$ cat src/rtl/stage_if_if.sv
// stage_if_if: fetch-stage bundle between the IF stage (master) and its environment (slave).
interface stage_if_if;
  logic        ihit;
  logic [31:0] iload;
  logic        stall;
  logic        flush;
  logic        redirect;
  logic [31:0] redirect_pc;
  logic        halt_in;
  logic        iREN;
  logic [31:0] iaddr;
  logic [31:0] imemload_out;
  logic [31:0] npc_out;
  logic        valid_out;
  modport master (
    input  ihit, iload, stall, flush, redirect, redirect_pc, halt_in,
    output iREN, iaddr, imemload_out, npc_out, valid_out
  );
  modport slave (
    output ihit, iload, stall, flush, redirect, redirect_pc, halt_in,
    input  iREN, iaddr, imemload_out, npc_out, valid_out
  );
endinterface

$ cat src/rtl/stage_if.sv
// stage_if: instruction fetch stage with PC, IF/ID latch and a FETCH/HALTED state machine.
module stage_if #(
  parameter logic [31:0] PC_INIT = 32'h0000_0000
) (
  input logic        CLK,
  input logic        RST,
  stage_if_if.master bus
);
  typedef enum logic {FETCH, HALTED} state_t;
  state_t      state_q, state_d;
  logic [31:0] pc_q, pc_d, imem_q, imem_d, npc_q, npc_d, pc_inc;
  logic        valid_q, valid_d;
  assign pc_inc = pc_q + 32'd4;
  always_comb begin
    state_d = state_q;
    pc_d    = pc_q;
    imem_d  = imem_q;
    npc_d   = npc_q;
    valid_d = valid_q;
    if (state_q == FETCH) begin
      if (bus.halt_in) begin
        state_d = HALTED;
        {imem_d, npc_d, valid_d} = '0;
      end else if (bus.redirect) begin
        pc_d = {bus.redirect_pc[31:2], 2'b00};
        {imem_d, npc_d, valid_d} = '0;
      end else begin
        if (!bus.stall) begin
          pc_d    = bus.ihit ? pc_inc : pc_q;
          imem_d  = bus.ihit ? bus.iload : '0;
          npc_d   = bus.ihit ? pc_inc : '0;
          valid_d = bus.ihit;
        end
        // flush squashes the latch even when stalled; PC still follows stall/ihit
        if (bus.flush) {imem_d, npc_d, valid_d} = '0;
      end
    end
  end
  always_ff @(posedge CLK or posedge RST) begin
    if (RST) begin
      state_q <= FETCH;
      pc_q    <= PC_INIT;
      imem_q  <= '0;
      npc_q   <= '0;
      valid_q <= 1'b0;
    end else begin
      state_q <= state_d;
      pc_q    <= pc_d;
      imem_q  <= imem_d;
      npc_q   <= npc_d;
      valid_q <= valid_d;
    end
  end
  assign bus.iREN         = (state_q == FETCH);
  assign bus.iaddr        = pc_q;
  assign bus.imemload_out = imem_q;
  assign bus.npc_out      = npc_q;
  assign bus.valid_out    = valid_q;
endmodule

$ cat src/flat_wrapper.sv
// flat-port wrapper written by rule: the top's interface ports become plain ports
module stage_if_flat 
#(
  parameter logic [31:0] PC_INIT = 32'h0000_0000
)
  (CLK, RST, bus_ihit, bus_iload, bus_stall, bus_flush, bus_redirect, bus_redirect_pc, bus_halt_in, bus_iREN, bus_iaddr, bus_imemload_out, bus_npc_out, bus_valid_out);
  stage_if_if bus_i ();
  input logic CLK;
  input logic RST;
  input wire logic [$bits(bus_i.ihit)-1:0] bus_ihit;
  input wire logic [$bits(bus_i.iload)-1:0] bus_iload;
  input wire logic [$bits(bus_i.stall)-1:0] bus_stall;
  input wire logic [$bits(bus_i.flush)-1:0] bus_flush;
  input wire logic [$bits(bus_i.redirect)-1:0] bus_redirect;
  input wire logic [$bits(bus_i.redirect_pc)-1:0] bus_redirect_pc;
  input wire logic [$bits(bus_i.halt_in)-1:0] bus_halt_in;
  output wire logic [$bits(bus_i.iREN)-1:0] bus_iREN;
  output wire logic [$bits(bus_i.iaddr)-1:0] bus_iaddr;
  output wire logic [$bits(bus_i.imemload_out)-1:0] bus_imemload_out;
  output wire logic [$bits(bus_i.npc_out)-1:0] bus_npc_out;
  output wire logic [$bits(bus_i.valid_out)-1:0] bus_valid_out;
  assign bus_i.ihit = bus_ihit;
  assign bus_i.iload = bus_iload;
  assign bus_i.stall = bus_stall;
  assign bus_i.flush = bus_flush;
  assign bus_i.redirect = bus_redirect;
  assign bus_i.redirect_pc = bus_redirect_pc;
  assign bus_i.halt_in = bus_halt_in;
  assign bus_iREN = bus_i.iREN;
  assign bus_iaddr = bus_i.iaddr;
  assign bus_imemload_out = bus_i.imemload_out;
  assign bus_npc_out = bus_i.npc_out;
  assign bus_valid_out = bus_i.valid_out;
  stage_if #(.PC_INIT(PC_INIT)) u_core (.CLK(CLK), .RST(RST), .bus(bus_i));
endmodule
$ cat config.mk
export PLATFORM = sky130hd
export DESIGN_NAME = stage_if_flat
export DESIGN_NICKNAME = d
export VERILOG_FILES = /design/src/rtl/stage_if_if.sv /design/src/rtl/stage_if.sv /design/src/flat_wrapper.sv
export SDC_FILE = /design/constraint.sdc
export NUM_CORES = 1
export LEC_CHECK = 0
export CAP_MARGIN = 20
export CELL_PAD_IN_SITES_DETAIL_PLACEMENT = 1
export CELL_PAD_IN_SITES_GLOBAL_PLACEMENT = 2
export CORE_MARGIN = 1
export CORE_UTILIZATION = 29
export DETAILED_ROUTE_END_ITERATION = 8
export PLACE_DENSITY_LB_ADDON = 0.1
export SLEW_MARGIN = 40
export SYNTH_ARGS = -nofsm -noshare
export SYNTH_HDL_FRONTEND = slang
export SYNTH_SLANG_ARGS = --single-unit
$ cat constraint.sdc
create_clock -name CLK -period 7.9 [get_ports CLK]
set_clock_uncertainty 0.05 [all_clocks]
set_input_delay 1.58 -clock CLK [delete_from_list [all_inputs] [get_ports CLK]]
set_output_delay 1.58 -clock CLK [all_outputs]
set_load 0.02 [all_outputs]
## Word-level counts from Yosys, hierarchy flattened

Index checks and enable logic that the tools add are counted.

- Add/sub/neg operators: 1
- $mul: 0
- Div/mod/pow operators: 0
- Order comparisons: 0
- Equality and inequality tests: 2
- Shift operators: 0
- Muxes and demuxes: 19
- Bitwise logic cells: 2
- Reductions and logical operators: 3

Operators with widths:

| cell | count |
|---|---|
| 32-bit 2-to-1 mux | 13 |
| 32-bit by 3-bit adder with 32-bit output (second input constant) | 1 |
| 1-bit 2-to-1 mux | 6 |
| 4-bit by 1-bit != test with 1-bit output (second input constant) | 1 |
| 4-bit AND reduction | 1 |
| 2-bit by 1-bit != test with 1-bit output (second input constant) | 1 |
| 1-bit NOT | 2 |
| 2-bit AND reduction | 1 |
| 2-bit nonzero test | 1 |

- Flip-flop bits (word level): 98
- Latch bits: 0
- Bits in writable memories: 0
- Memory bits (read-only): 0
- Input bits: 71
- Output and inout bits: 98
- Word-level logic and storage cells: 32
- Memories kept: 0

## Longest topological paths before layout

Gate-level depths: netlist of the first run.

- Depth in word-level cells: 6
- Mapped depth: 7
- Depth with buffers taken out: 6

## Least setup slack after synthesis of the first run

No wires, ideal clock.

- Path type: in2reg
- Start point: input bus_halt_in
- End point: register u_core.pc_q[12] (netlist: u_core.bus.iaddr[12])
- Library setup time: 0.124 ns
- Arrival time: 2.712 ns
- Data required time: 7.726 ns
- Slack: 5.014 ns
- Stages: 7
- Path buffers: 3
- Path through: nor2_1 -> clkbuf_8 -> o21a_1 -> clkbuf_1 -> clkbuf_1 -> o21ai_0 -> o2bb2ai_1

- Longest elaborated chain between the ends: 2

Ends and longest elaborated chain:

| item | RTL line | RTL |
|---|---|---|
| from (decl) | flat_wrapper.sv:16 | `input wire logic [$bits(bus_i.halt_in)-1:0] bus_halt_in;` |
| 1-bit NOT (no line) | n/a |  |
| 4-bit AND reduction (no line) | n/a |  |
| to (signal assigned) | stage_if.sv:48 | `pc_q <= pc_d;` |
| to (decl) | stage_if.sv:11 | `logic [31:0] pc_q, pc_d, imem_q, imem_d, npc_q, npc_d, pc_inc;` |

No other way between the ends.
A chain may end at the register's enable or synchronous reset.

## Final worst setup path of the first run

- Start point: input bus_halt_in
- End point: register u_core.npc_q[7] (netlist: u_core.bus.npc_out[7])

- Longest elaborated chain between the ends: 2
- Elaborated cells on any way between the ends: 3
- Those cells by class: eq/ne (1); mux (1); reduce/logical (1)

Ends and longest elaborated chain:

| item | RTL line | RTL |
|---|---|---|
| 4-bit by 1-bit != test with 1-bit output (no line) | n/a |  |
| 2-bit AND reduction (no line) | n/a |  |
| to (signal assigned) | stage_if.sv:50 | `npc_q <= npc_d;` |
| to (decl) | stage_if.sv:11 |  |

Several ways; a longest one is shown, not always the timed one.

==> results of run 1 <==
[power by group through the flow]
stage / Combinational [mW] / Clock, mW / Sequential [mW]
2_1_floorplan: 0.0578 / 0 / 0.550
3_3_place_gp: 0.149 / 0 / 0.539
3_5_place_dp: 0.151 / 0 / 0.540
4_1_cts: 0.152 / 0.501 / 0.530
5_1_grt: 0.162 / 0.515 / 0.534
6_report: 0.149 / 0.485 / 0.531
[Yosys cell counts (3+ instances only)]
library cell  number  share of area
o22a_1             5         0.0093
and3_1             8          0.011
dfrtp_1           95           0.51
buf_4              3         0.0048
nor4_1             4         0.0053
clkbuf_8           6          0.018
nand2_1           60          0.048
a22o_1            33          0.062
nand4_1            6         0.0080
o22ai_1            3         0.0040
inv_1              6         0.0048
buf_6              3         0.0072
o21ai_0           53          0.057
o2bb2ai_1          3         0.0056
nor3_1            15          0.016
a21oi_1           14          0.015
xnor2_1           22          0.041
o21a_1             6         0.0096
nor2_1            25          0.020
xor2_1             6          0.011
a31oi_1            7         0.0093
a22oi_1            7          0.011
clkbuf_1          23          0.018
nand3_1           16          0.017
and4_1             4         0.0075
a2bb2oi_1          6          0.011
[state kept, by name, indices dropped and copies added (netlist names)]
signal,flops
u_core.bus.imemload_out,32
u_core.bus.npc_out,31
u_core.bus.iaddr,30
u_core.bus.valid_out,1
u_core.state_q,1
[through the flow]
step / utilization / hold WS (ps) / setup slack (ps) / std cells
5_1_grt: 0.425 / 466 / 4050 / 832
2_1_floorplan: - / 538 / 3790 / 473
3_3_place_gp: 0.404 / 410 / 3610 / 817
4_1_cts: 0.424 / 435 / 4250 / 832
6_report: 0.425 / 429 / 4330 / 832
3_5_place_dp: 0.404 / 419 / 3920 / 817
[cells by family after synthesis]
logic type	count (synthesis)	synth area share
flip-flops	95	0.506
other	1	0.000799
multiplexers	1	0.00213
adder cells (fa/ha/maj)	1	0.00266
XOR/XNOR	28	0.0522
AO/OA/AOI/OAI	143	0.204
buffers and inverters	48	0.0618
AND/OR/NAND/NOR	155	0.170
[layer usage]
| metal | up-vias | global-route usage | part of all wire |
|---|---|---|---|
| met5 | - | 0 | 0 |
| met4 | 0 | 0.0651 | 0.013 |
| met3 | 12 | 0.0347 | 0.054 |
| met2 | 112 | 0.301 | 0.45 |
| met1 | 2087 | 0.266 | 0.48 |
| li1 | 1969 | - | - |
[worst max-delay path by stage]
stage,cells past startpoint,to,start,slack (ps)
global route,5,u_core.bus.npc_out[15],bus_halt_in,4050
finish,5,u_core.bus.npc_out[7],bus_halt_in,4330
CTS,5,u_core.bus.npc_out[7],bus_halt_in,4250
detailed placement,5,u_core.bus.npc_out[6],bus_halt_in,3920
global placement,5,u_core.bus.npc_out[7],bus_halt_in,3610
floorplan,1,u_core.bus.iaddr[10],RST,3790
[final cells by class]
cell class | instances | area, µm² | area share
clock buffer | 10 | 239 | 0.0355
clock inverter | 5 | 81.3 | 0.0121
inverter | 7 | 28.8 | 0.00428
multi-input combinational | 330 | 2050 | 0.305
sequential | 95 | 2380 | 0.354
tap | 216 | 270 | 0.0402
timing repair buffer | 169 | 1680 | 0.250
[worst max-delay path, delay by kind of cell]
kind	cells	cell delay (ps)
and+or+nand+nor	2	1120
buffers and inverters	2	860
AOI/OAI and AO/OA	1	210
[cells in the final DEF (no fill, tap or decap), types with 3 or more instances in the layout]
| cell type | n |
|---|---|
| a31oi_1 | 7 |
| xnor2_1 | 22 |
| and4_1 | 4 |
| buf_4 | 4 |
| nand4_1 | 6 |
| o21a_1 | 5 |
| o21ai_0 | 52 |
| nor4_1 | 3 |
| o22ai_1 | 3 |
| clkbuf_16 | 9 |
| nor3_1 | 15 |
| a22oi_1 | 7 |
| inv_1 | 5 |
| xor2_1 | 6 |
| and3_1 | 7 |
| clkdlybuf4s50_1 | 163 |
| nand2_1 | 59 |
| o2bb2ai_1 | 3 |
| a2bb2oi_1 | 6 |
| nor2_1 | 24 |
| o22a_1 | 5 |
| a22o_1 | 33 |
| dfrtp_1 | 95 |
| nand3_1 | 16 |
| a21oi_1 | 14 |
==> out/metrics.cfg, run 1 <==
[clocking]
cts_max_path_buffers = 2
postCtsHoldBufs = 0
tritoncts = yes
cts.sink_count = 95
cts_buffers = 9
htreeDepth = 3
insertion_delay_ps = 350
root_buffer = clkbuf_16
postCtsResizedCells = 0
clk_pin_slew_worst_paths_ps = 70
cts_setup_buffers = 0

[timing]
max_slew_margin = 0.536
maxSlewViolCount = 0
hold_violations = 0
fin_crit_ps = 3570
fmax_mhz = 280
worstMarginPinSlew_ps = 696
min_period_over_period = 0.452
setup_violations = 0
tns_ps = 0
rsz0062_at_grt = false

[placed_design]
placed_area_mm2 = 0.00639
io_buffers = 164
dp_hpwl_um = 10500
gp_congestion = 0.754

[power]
ir_worst_vdd_v = 0.000104
sw_frac_of_total = 0.255
p_seq_frac = 0.456
power_density_mw_per_mm2 = 173
total_power_mw = 1.16
power.share.clock = 0.416
power_frac_comb = 0.128
p_switching_mw = 0.297
internal_power_mw = 0.867
power.leakage_nw = 2.72

[worst_setup_path]
cp-start-kind = input port
r2r_end = u_core.bus.iaddr[16]
r2r_slack_ps = 5440
max_stage_delay_ps = 640
crit_fanout = 16
reg2reg_depth = 6
slowest_stage = nand3_1
cp.required_ps = 8110
timing.rr.start = u_core.bus.iaddr[2]
path_cells = clkdlybuf4s50_1, nor2_2, nand3_1, buf_4, o21ai_0
critPathKind = input port to register
end_kind = register
arrival_ps = 3780

[logic_synthesis]
avgSynthCellArea_um2 = 9.95
synthFlopType = dfrtp_1
synth_cells = 472
synth-edff-count = 0
yosysWarnings = 0
syn-cell-area_mm2 = 0.00469
synth_cell_types = 52
ys_ff_latch = 95
synthArstFlopShare = 1.00
ys_seq_area_frac = 0.506

[global_routing]
grt_pass1_vias = 4359
grt_max_degree = 64
grt_usage = 0.192
antenna_found_initial = 0
grt_pass1_wl_um = 24600
grt-ovfl-total = 0

[min_path]
min_from = u_core.bus.npc_out[12]
hold_depth = 2
hold_path.class = register to register
worstHoldEndpoint = u_core.bus.npc_out[12]

[cells_and_area]
drive_gt1_frac = 0.0633
finalInstanceArea_mm2 = 0.00672
layout.nets = 684
fillCellCount = 1777
area_delta_synth_final_pct = 43.2
diodes = 0

[route]
avgRoutedWirePerCell_um = 18.6
drt-total-wl_um = 15500
drtIter0Drc = 161
drc_errors = 0
first_pass_iters = 4
antenna_left = 0
vias = 4180
via_per_inst = 5.02

[status]
outcome = finished clean

[floorplanning]
io_pins = 169
dieArea_mm2 = 0.0167
dieWidth_um = 129
fp.dieH_um = 129
placementRows = 46
floorplan.initialDensity = 0.297
core_mm2 = 0.0158

[flow_run]
cap_violations = 0

(Power assumes the default switching activity.)
==> run 2: changes to the inputs <==
CORE_UTILIZATION = 24   (was 29)
clock period = 2.95 ns   (was 7.9 ns; I/O delays follow)
==> run 2 against run 1 <==
Against the previous run: global-route usage shrank 2.9 points; clock-buffer cell count is 1 higher; combinational power rose to 2.8 times the previous value; worst setup slack got worse by 3700 ps; total power increased to 2.7 times the previous value; sequential share of layout area fell by 0.84 points; sequential cell count stayed put; register-to-register slack lost 4800 ps; non-clock buffer count is 9 higher; hold slack gained 0.55 ps; first-iteration DRC count decreased by 12%; die area rose by 21%; largest cell class unchanged.
==> out/metrics.cfg, run 2 (synthesis gave the netlist of run 1 again) <==
[status]
outcome = finished clean

[cells_and_area]
final_cell_mix = 163 x clkdlybuf4s50_1, 95 x dfrtp_1, 59 x nand2_1, 52 x o21ai_0, 33 x a22o_1
largest_reg_flops = 32  ; unchanged
fillCellCount = 2156  ; +21%
area_delta_synth_final_pct = 46.7
fin_util = 0.363  ; -0.0615
drive_gt1_frac = 0.0703  ; +0.00698
layout.nets = 693  ; +1.3%
final_common_cell = clkdlybuf4s50_1
diodes = 0  ; unchanged

[floorplanning]
fp.dieH_um = 142  ; +9.8%
floorplan.initialDensity = 0.248  ; -0.0489
dieWidth_um = 142  ; +9.8%
placementRows = 50  ; +8.7%
core_mm2 = 0.0190  ; +20%
io_pins = 169  ; unchanged
dieArea_mm2 = 0.0201  ; +21%

[timing]
rsz0062_at_grt = false
min_period_over_period = 0.783
tns_ps = 0  ; unchanged
max_slew_margin = 0.563  ; +0.0275
setup_violations = 0  ; unchanged
fmax_mhz = 433
hold_violations = 0  ; unchanged
worstMarginPinSlew_ps = 654  ; -42.6 ps
maxSlewViolCount = 0  ; unchanged
fin_crit_ps = 2310
whs_ps = 429  ; +0.552 ps

[route]
drtIter0Drc = 141  ; -12%
drc_errors = 0  ; unchanged
via_per_inst = 4.75  ; -5.5%
antenna_left = 0  ; unchanged
first_pass_iters = 4  ; unchanged
vias = 4208  ; +0.67%
drt-total-wl_um = 16100  ; +3.8%
avgRoutedWirePerCell_um = 18.1  ; -2.5%

[worst_setup_path]
crit_fanout = 9  ; -7
max_stage_delay_ps = 530  ; -110 ps
end_kind = register
cp.required_ps = 3130  ; -4980 ps
cp-start-kind = register
arrival_ps = 2490  ; -1290 ps
crit_buf_inv = 0  ; -2
timing.critical_path.max_delay_family = simple AND/OR/NAND/NOR gates
slowest_stage = dfrtp_1
path_cells = ha_1, and3_1, nand2_1, nor4b_4, nor3b_1, a211o_1
critPathKind = register to register

[placed_design]
dp_hpwl_um = 11400  ; +9.0%
io_buffers = 164  ; unchanged
gp_congestion = 0.696  ; -7.7%

[clocking]
insertion_delay_ps = 350  ; about the same
tritoncts = yes
cts_setup_buffers = 0  ; unchanged
cts_max_path_buffers = 2  ; unchanged
clk_pin_slew_worst_paths_ps = 70  ; about the same
root_buffer = clkbuf_16
cts.sink_count = 95  ; unchanged
htreeDepth = 3  ; unchanged
postCtsResizedCells = 0  ; unchanged
cts_buffers = 9  ; unchanged
postCtsHoldBufs = 0  ; unchanged

[power]
ir_worst_vdd_v = 0.000257  ; +150%
power_density_mw_per_mm2 = 455  ; +160%
power.leakage_nw = 2.78  ; +2.2%

[global_routing]
grt_usage = 0.163  ; -0.0287
grt-ovfl-total = 0  ; unchanged
grt_pass1_vias = 4323  ; -0.83%
antenna_found_initial = 0  ; unchanged
grt_max_degree = 42  ; -34%
grt_pass1_wl_um = 25200  ; +2.3%

[flow_run]
cap_violations = 0  ; unchanged

[min_path]
hold_path.class = register to register

[run 2: path summary, 6_finish.rpt]
| kind | slack [ps] | from | cells past startpoint | end |
|---|---|---|---|---|
| worst max-delay path | 640 | u_core.bus.iaddr[2] | 6 | u_core.bus.iaddr[30] |
| worst min-delay path | 430 | u_core.bus.valid_out | 2 | u_core.bus.valid_out |
| worst max register to register | 640 | u_core.bus.iaddr[2] | 6 | u_core.bus.iaddr[30] |
| worst min register to register | 430 | u_core.bus.valid_out | 2 | u_core.bus.valid_out |
| max in group asynchronous | 1640 | RST | 3 | u_core.bus.imemload_out[8] |
| min in group asynchronous | 630 | RST | 2 | u_core.bus.npc_out[4] |
[run 2: worst register-to-register path: stages, from the launching register on]
cell     delay (ps)
dfrtp_1         530
ha_1            310
and3_1          450
nand2_1         190
nor4b_4         350
nor3b_1          90
a211o_1         230
[run 2: final cells by class]
type	instances	area (µm²)	share of cell area
Sequential cell	95	2380	0.345
Multi-Input combinational cell	330	2040	0.296
Timing Repair Buffer	178	1790	0.260
Tap cell	260	325	0.0472
Clock buffer	11	243	0.0353
Clock inverter	5	81.3	0.0118
Inverter	7	30.0	0.00436
[run 2: layer usage]
layer	global-route usage	vias up	wire [µm]	part of all wire
li1	-	1987	-	-
met1	0.214	2085	7460	0.46
met2	0.270	124	7540	0.47
met3	0.0314	12	864	0.054
met4	0.0515	0	202	0.013
met5	0	-	0	0
[run 2: power breakdown]
group,total (mW),leakage [nW],internal (mW),switching (mW)
Combinational,0.411,1.38,0.221,0.190
Sequential,1.42,1.25,1.34,0.0777
Clock,1.30,0.156,0.768,0.529
[run 2: per-stage QoR]
step | power (mW) | instance area (µm²) | worst slack (ps) | instances
floorplan | 1.63 | 4700 | 869 | 473
global placement | 1.86 | 6560 | 696 | 870
detailed placement | 1.87 | 6560 | 624 | 870
CTS | 3.19 | 6890 | 621 | 886
global route | 3.27 | 6890 | 512 | 886
finish | 3.13 | 6890 | 641 | 886
==> run 3: changes to the inputs <==
CORE_UTILIZATION = 27   (was 24)
clock period = 2.14 ns   (was 2.95 ns; I/O delays follow)
==> run 3 against run 2 <==
Against the previous run: register-to-register slack lost 440 ps; combinational power up 62%; total power is 36% higher; non-clock buffer count is 29 higher; clock power grew 30%; worst setup slack got worse by 550 ps; critical path depth fell by 5.
==> out/metrics.cfg, run 3 (synthesis gave the netlist of run 1 again) <==
[clocking]
htreeDepth = 3  ; unchanged
postCtsResizedCells = 0  ; unchanged
cts_buffers = 9  ; unchanged
root_buffer = clkbuf_16
clk_pin_slew_worst_paths_ps = 70  ; about the same
cts_max_path_buffers = 2  ; unchanged
tritoncts = yes
postCtsHoldBufs = 0  ; unchanged
cts_setup_buffers = 0  ; unchanged
cts.sink_count = 95  ; unchanged
insertion_delay_ps = 360  ; about the same

[min_path]
hold_path.class = register to register
worstHoldEndpoint = u_core.bus.npc_out[18]
min_from = u_core.bus.npc_out[18]
hold_depth = 2  ; unchanged

[cells_and_area]
finalInstanceArea_mm2 = 0.00705  ; +2.3%
largest_reg_flops = 32  ; unchanged
area_delta_synth_final_pct = 50.1
layout.nets = 722  ; +4.2%
seq_area_mm2 = 0.00238  ; unchanged
final_cell_mix = 163 x clkdlybuf4s50_1, 95 x dfrtp_1, 59 x nand2_1, 52 x o21ai_0, 38 x buf_4
diodes = 0  ; unchanged
drive_gt1_frac = 0.113  ; +0.0427
final_common_cell = clkdlybuf4s50_1
fillCellCount = 1875  ; -13%
multi_input_area_mm2 = 0.00204  ; unchanged

[global_routing]
grt_max_degree = 96  ; +130%
grt-ovfl-total = 0  ; unchanged
antenna_found_initial = 0  ; unchanged
grt_pass1_vias = 4547  ; +5.2%
grt_usage = 0.183  ; +0.0192
grt_pass1_wl_um = 25600  ; +1.7%

[timing]
min_period_over_period = 0.958
max_slew_margin = 0.642  ; +0.0789
tns_ps = 0  ; unchanged
rsz0062_at_grt = false
fmax_mhz = 488
maxSlewViolCount = 0  ; unchanged
setup_ws_ps = 90.7  ; -550 ps
worstMarginPinSlew_ps = 537  ; -117 ps
hold_violations = 0  ; unchanged
fin_crit_ps = 2050
setup_violations = 0  ; unchanged

[floorplanning]
dieWidth_um = 134  ; -5.6%
core_mm2 = 0.0168  ; -12%
io_pins = 169  ; unchanged
dieArea_mm2 = 0.0179  ; -11%
floorplan.initialDensity = 0.280  ; +0.0324
placementRows = 47  ; -6.0%
fp.dieH_um = 134  ; -5.6%

[route]
drt-total-wl_um = 15700  ; -2.2%
antenna_left = 0  ; unchanged
vias = 4288  ; +1.9%
avgRoutedWirePerCell_um = 18.0  ; -0.94%
drtIter0Drc = 166  ; +18%
first_pass_iters = 4  ; unchanged
via_per_inst = 4.90  ; +3.2%
drc_errors = 0  ; unchanged

[placed_design]
gp_congestion = 0.786  ; +13%
place_ws_ps = 89.0  ; -535 ps
io_buffers = 164  ; unchanged
dp_hpwl_um = 11300  ; -1.4%
placed_area_mm2 = 0.00674  ; +2.7%

[worst_setup_path]
timing.rr.start = u_core.bus.iaddr[13]
cp.required_ps = 1660  ; -1470 ps
r2r_end = u_core.bus.iaddr[22]
path_cells = clkdlybuf4s50_1
crit_fanout = 7  ; -2
r2r_slack_ps = 200  ; -440 ps
end_kind = output pin
timing.critical_path.max_delay_family = buffers and inverters
max_stage_delay_ps = 680  ; +150 ps
worst-path-stages = 1  ; -5
arrival_ps = 1570  ; -920 ps
cp-start-kind = register
reg2reg_depth = 5  ; -1
crit_buf_inv = 1  ; +1
slowest_stage = clkdlybuf4s50_1
critPathKind = register to output pin

[power]
power.leakage_nw = 2.92  ; +5.0%
ir_worst_vdd_v = 0.000364  ; +42%
power_density_mw_per_mm2 = 606  ; +33%

[flow_run]
cap_violations = 0  ; unchanged

[status]
outcome = finished clean

## run 3: cell count changes in the layout (fill, tap and decap cells not counted), sizes merged
cell,delta
inv,+3
clkinv,-1
clkbuf,-2
bufinv,-1
clkinvlp,+1
buf,+29
## run 3: stage by stage
stage / total power [mW] / instances / util / hold WS [ps]
CTS: 4.34 / 875 / 0.420 / 436
global route: 4.47 / 875 / 0.420 / 462
floorplan: 2.24 / 473 / - / 511
detailed placement: 2.62 / 859 / 0.402 / 420
global placement: 2.61 / 859 / 0.402 / 411
finish: 4.27 / 875 / 0.420 / 431
## run 3: layout make-up
| class | instances | area share |
|---|---|---|
| Multi-Input combinational cell | 330 | 0.289 |
| Clock inverter | 7 | 0.0112 |
| Timing Repair Buffer | 207 | 0.287 |
| Sequential cell | 95 | 0.337 |
| Tap cell | 220 | 0.0391 |
| Inverter | 7 | 0.00426 |
| Clock buffer | 9 | 0.0320 |
## run 3: worst max-delay path by stage
stage | start | end | slack, ps
after global placement | bus_halt_in | u_core.bus.iaddr[23] | 130
after floorplan | u_core.bus.iaddr[2] | u_core.bus.iaddr[16] | 60
after CTS | u_core.bus.iaddr[2] | bus_iaddr[2] | 80
after detailed placement | bus_halt_in | u_core.bus.iaddr[30] | 90
final | u_core.bus.iaddr[17] | bus_iaddr[17] | 90
after global routing | u_core.bus.iaddr[2] | bus_iaddr[2] | 30
## run 3: power breakdown
part / internal [mW] / switching, mW
Sequential: 1.85 / 0.0558
Clock: 0.922 / 0.772
Combinational: 0.343 / 0.322
Total: 3.12 / 1.15
## run 3: layer usage
layer	vias to the layer above	global-route usage	wire [µm]
met5	-	0	0
met4	0	0.0587	216
met3	13	0.0295	705
met2	120	0.291	7130
li1	2046	-	-
met1	2109	0.252	7660
